<file path="src/rtl/sprite_plotter.sv">
// Rasterises a fixed-size press/garbage sprite into vga_adapter pixel writes, one pixel per clock.
// Optional macro SPRITE_OUTLINE_EN: non-erase commands plot only the sprite border.
module sprite_plotter #(
  parameter int          SPRITE_W     = 8,
  parameter int          SPRITE_H     = 8,
  parameter int          X_BASE       = 20,
  parameter int          LANE_PITCH   = 32,
  parameter int          PRESS_Y      = 20,
  parameter int          GARB_Y       = 80,
  parameter logic [2:0]  PRESS_COLOUR = 3'b111,
  parameter logic [2:0]  GARB_COLOUR  = 3'b010,
  parameter logic [2:0]  BG_COLOUR    = 3'b000
) (
  input  logic       clock,
  input  logic       reset,
  input  logic       start,
  input  logic       item,
  input  logic       erase,
  input  logic [2:0] position,
  output logic       busy,
  output logic       done,
  output logic [7:0] x,
  output logic [6:0] y,
  output logic [2:0] colour,
  output logic       plot
);

  localparam logic [7:0] COL_LAST   = 8'(SPRITE_W - 1);
  localparam logic [6:0] ROW_LAST   = 7'(SPRITE_H - 1);
  localparam logic [6:0] PRESS_Y7   = 7'(PRESS_Y);
  localparam logic [6:0] GARB_Y7    = 7'(GARB_Y);

  typedef enum logic [1:0] {IDLE, PLOT, DONE} state_t;

  state_t     state;
  logic [7:0] col;
  logic [6:0] row;
  logic       item_r;
  logic       erase_r;
  logic [7:0] lane_x_r;
  logic       pix_en;

  // Press positions fold back across the four lanes: 0,1,2,3,2,1.
  function automatic logic [7:0] lane_x_of(input logic it, input logic [2:0] pos);
    logic [2:0] lane;
    lane = (it && pos > 3'd3) ? 3'd6 - pos : pos;
    return 8'(X_BASE + LANE_PITCH * int'(lane));
  endfunction

  function automatic logic cmd_valid(input logic it, input logic [2:0] pos);
    return it ? (pos <= 3'd5) : (pos <= 3'd3);
  endfunction

`ifdef SPRITE_OUTLINE_EN
  assign pix_en = erase_r || (row == 7'd0) || (row == ROW_LAST) ||
                  (col == 8'd0) || (col == COL_LAST);
`else
  assign pix_en = 1'b1;
`endif

  always_ff @(posedge clock) begin
    if (reset) begin
      state    <= IDLE;
      busy     <= 1'b0;
      done     <= 1'b0;
      plot     <= 1'b0;
      x        <= '0;
      y        <= '0;
      colour   <= '0;
      col      <= '0;
      row      <= '0;
      item_r   <= 1'b0;
      erase_r  <= 1'b0;
      lane_x_r <= '0;
    end else begin
      case (state)
        IDLE: begin
          busy <= 1'b0;
          done <= 1'b0;
          plot <= 1'b0;
          // done still high here means this is the completion cycle; its start is ignored.
          if (start && !done) begin
            item_r   <= item;
            erase_r  <= erase;
            lane_x_r <= lane_x_of(item, position);
            col      <= '0;
            row      <= '0;
            busy     <= 1'b1;
            state    <= cmd_valid(item, position) ? PLOT : DONE;
          end
        end
        PLOT: begin
          plot <= pix_en;
          if (pix_en) begin
            x      <= lane_x_r + col;
            y      <= (item_r ? PRESS_Y7 : GARB_Y7) + row;
            colour <= erase_r ? BG_COLOUR : (item_r ? PRESS_COLOUR : GARB_COLOUR);
          end
          if (col == COL_LAST) begin
            col <= '0;
            if (row == ROW_LAST) state <= DONE;
            else                 row   <= row + 7'd1;
          end else begin
            col <= col + 8'd1;
          end
        end
        DONE: begin
          plot  <= 1'b0;
          done  <= 1'b1;
          state <= IDLE;
        end
        default: state <= IDLE;
      endcase
    end
  end

endmodule

</file>
<file path="config.mk">
export PLATFORM = sky130hd
export DESIGN_NAME = sprite_plotter
export DESIGN_NICKNAME = d
export VERILOG_FILES = /design/src/rtl/sprite_plotter.sv
export SDC_FILE = /design/constraint.sdc
export NUM_CORES = 1
export LEC_CHECK = 0
export ABC_AREA = 1
export BUFFER_PORTS_ARGS = -buffer_cell sky130_fd_sc_hd__buf_2
export CAP_MARGIN = 40
export CORE_MARGIN = 4
export CORE_UTILIZATION = 30
export DETAILED_ROUTE_END_ITERATION = 8
export MAX_ROUTING_LAYER = met4
export PLACE_DENSITY = 0.47
export SLEW_MARGIN = 20
export SYNTH_ARGS = -nofsm -noshare
export SYNTH_HDL_FRONTEND = slang
export SYNTH_SLANG_ARGS = --single-unit
export TNS_END_PERCENT = 100
</file>
<file path="constraint.sdc">
create_clock -name clock -period 3.2 [get_ports clock]
set_input_delay 0.64 -clock clock [delete_from_list [all_inputs] [get_ports clock]]
set_output_delay 0.64 -clock clock [all_outputs]
set_load 0.02 [all_outputs]
</file>
==> flow_summary.ini <==
[status]
outcome = finished, final reports clean

[detailed_routing]
dr_wl_met2_um = 2660
wirelength_um = 5260
highest_layer = met4
drc = 0
drt.antenna.violating_nets = 0
drt_first_pass_iters = 4
wl_met1_um = 2450
first_iter_violations = 75
wire_per_inst_um = 11.9
vias = 2006
viasPerCell = 4.55
met3_length_um = 112

[floorplan]
rows = 31
dieArea_um2 = 8910
die_h_um = 94.4
io_pins = 29
coreArea_um2 = 7250
initial_core_util_pct = 30.9
die-width_um = 94.4

[timing]
tightest_slew_ps = 654
report.final.slew_viol_count = 0
clock_skew_ps = 8.54
setup_viol = 0
finalHoldViolCount = 0
setup_tns_ps = 0
relSlewSlack_pct = 56.4
fin_crit_ps = 1640
fin_crit_sh_pct = 51.3
holdWs_ps = 484
fmax_mhz = 609
rsz0062_at_grt = no

[setup_path]
required_ps = 3440
reg2reg_from = state[0]
max_stage_delay_ps = 390
crit_chain = inv_2 -> nor2_8 -> inv_6 -> nor2_2 -> nor2_2 -> nand2_1 -> nor2_1 -> nor2_1
cpLargestDelayFamily = simple AND/OR/NAND/NOR gates
worst-path-buf-inv = 2
crit_path_max_fanout = 28
cp_data_arrival_time_ps = 1880
startpoint = state[0]
critPathKind = flop to flop
r2r_setup_slack_ps = 1560
startpoint_type = flop
slowest_stage = dfxtp_1
endpoint_kind = flop

[yosys]
async_flop_share_pct = 0
avgSynthCellArea_um2 = 7.09
synth_cells = 316
yosysUniqueCellTypes = 30
yosysMostFrequentCell = nand2_1
synth_fp_nets = 336
synth_area_leaders = dfxtp_1 (38%), nand2_1 (9.9%), nor2_1 (9.2%), ha_1 (6.7%), a21oi_1 (6.3%)
yosysTopAreaCell = dfxtp_1
ys_ff_latch = 43
synth_ff_type = dfxtp_1
yosys_warnings = 0
synth_area_um2 = 2240
synth.top_cell.area_share_pct = 38.4
yosys-top-cells-count = nand2_1 (59), nor2_1 (55), dfxtp_1 (43)
seq_area_frac_synth_pct = 38.4
synth-edff-count = 0

[grt]
grt_pass1_wl_um = 8790
grt.overflow.total = 0
grt_pass1_vias = 1836
antenna_found_initial = 0
track_usage_pct = 13.0
grt_max_degree = 29

[pwr]
cellLeakagePower_nw = 1.18
clkPwrFrac_pct = 25.1
internal-power_mw = 1.05
p_seq_share_pct = 40.8
switching_power_uw = 678
p_comb_share_pct = 34.0
p_per_area_nw_per_um2 = 675
vdd_drop_max_uv = 193
p_sw_share_pct = 39.2

[clock_tree]
clock-sinks = 43
cts_resized = 0
clk_latency_ps = 300
cts_tree = yes
cts_setup_buffers = 0
clock-root-buffer = clkbuf_8
cts_hold_buf = 0
cts_max_path_buffers = 2
cts_inserted_buffers = 5
htree_levels = 2
clk_pin_slew_ps = 90

[cells_and_area]
drive_gt1_share_pct = 16.1
finalNonFillerCells = 441
finalInstanceArea_um2 = 2560
fin_nets = 361
n_antenna_cell = 0
area_delta_synth_final_pct = 14.4
fillers = 815
seq_area_um2 = 861
multi_input_area_um2 = 1210

[place]
placed_area_um2 = 2450
io_buffers = 28
placed_cells = 433
dpl.hpwl_um = 3860
gp_congestion = 0.779

[run]
maxCapViolations = 0

[worst_hold_path]
hold_path_class = flop to flop
hp-start = x[0]
power by group through the flow:
stage	Clock [mW]	Sequential, mW	Combinational [mW]
final	0.434	0.706	0.588
after global routing	0.472	0.721	0.664
after CTS	0.447	0.709	0.602
after detailed placement	0	0.721	0.599
after global placement	0	0.721	0.603
after floorplan	0	0.782	0.375
cell usage in the layout, fill, tap and decap left out, types with 12 or more instances in the layout:
| cell | synthesis | routed |
|---|---|---|
| a21oi_1 | 28 | 28 |
| buf_2 | 3 | 28 |
| dfxtp_1 | 43 | 43 |
| ha_1 | 12 | 12 |
| inv_1 | 24 | 24 |
| nand2_1 | 59 | 59 |
| nand3_1 | 21 | 21 |
| nor2_1 | 55 | 55 |
| o21ai_0 | 26 | 26 |
registers in the layout, indices dropped and copies added, names as in the netlist:
register,flops
item_r,1
busy,1
erase_r,1
col,8
colour,2
done,1
row,7
x,8
y,7
lane_x_r,4
plot,1
state,2
metrics by stage:
stage                     total power, mW  util (%)  setup WS [ps]
after floorplan                      1.16         -           1800
after global placement               1.32      33.8           1320
after detailed placement             1.32      33.8           1270
after global routing                 1.86      35.3           1400
final                                1.73      35.3           1560
after CTS                            1.76      35.3           1520
cell families after synthesis:
family,Yosys count,synth area share (%)
flops,43,38.4
compound gates,62,14.5
buf+inv,40,7.71
simple gates,151,29.6
fa+ha+maj,12,6.70
xor+xnor,8,3.13
tightest hold or removal path, stage by stage, from the launching register on:
cell	delay, ps
dfxtp_1	330
nand2_1	60
a21oi_1	50
worst paths after layout:
| check | to | depth (start not counted) |
|---|---|---|
| worst max register to register | state[0] | 8 |
| worst min-delay path | x[0] | 2 |
| worst max-delay path | state[0] | 8 |
| worst min register to register | x[0] | 2 |
layout make-up:
cell class / count / area share (%)
timing repair buffer: 28 / 5.47
clock buffer: 5 / 2.69
tap: 99 / 4.84
clock inverter: 3 / 1.71
sequential: 43 / 33.6
inverter: 30 / 4.59
multi-input combinational: 233 / 47.1
per-layer routing:
layer	vias up	global-route usage [%]
li1	1074	-
met1	910	15.7
met2	18	22.0
met3	4	2.63
met4	0	3.61
met5	-	-
Note: power is estimated with default switching activity, not from simulation.
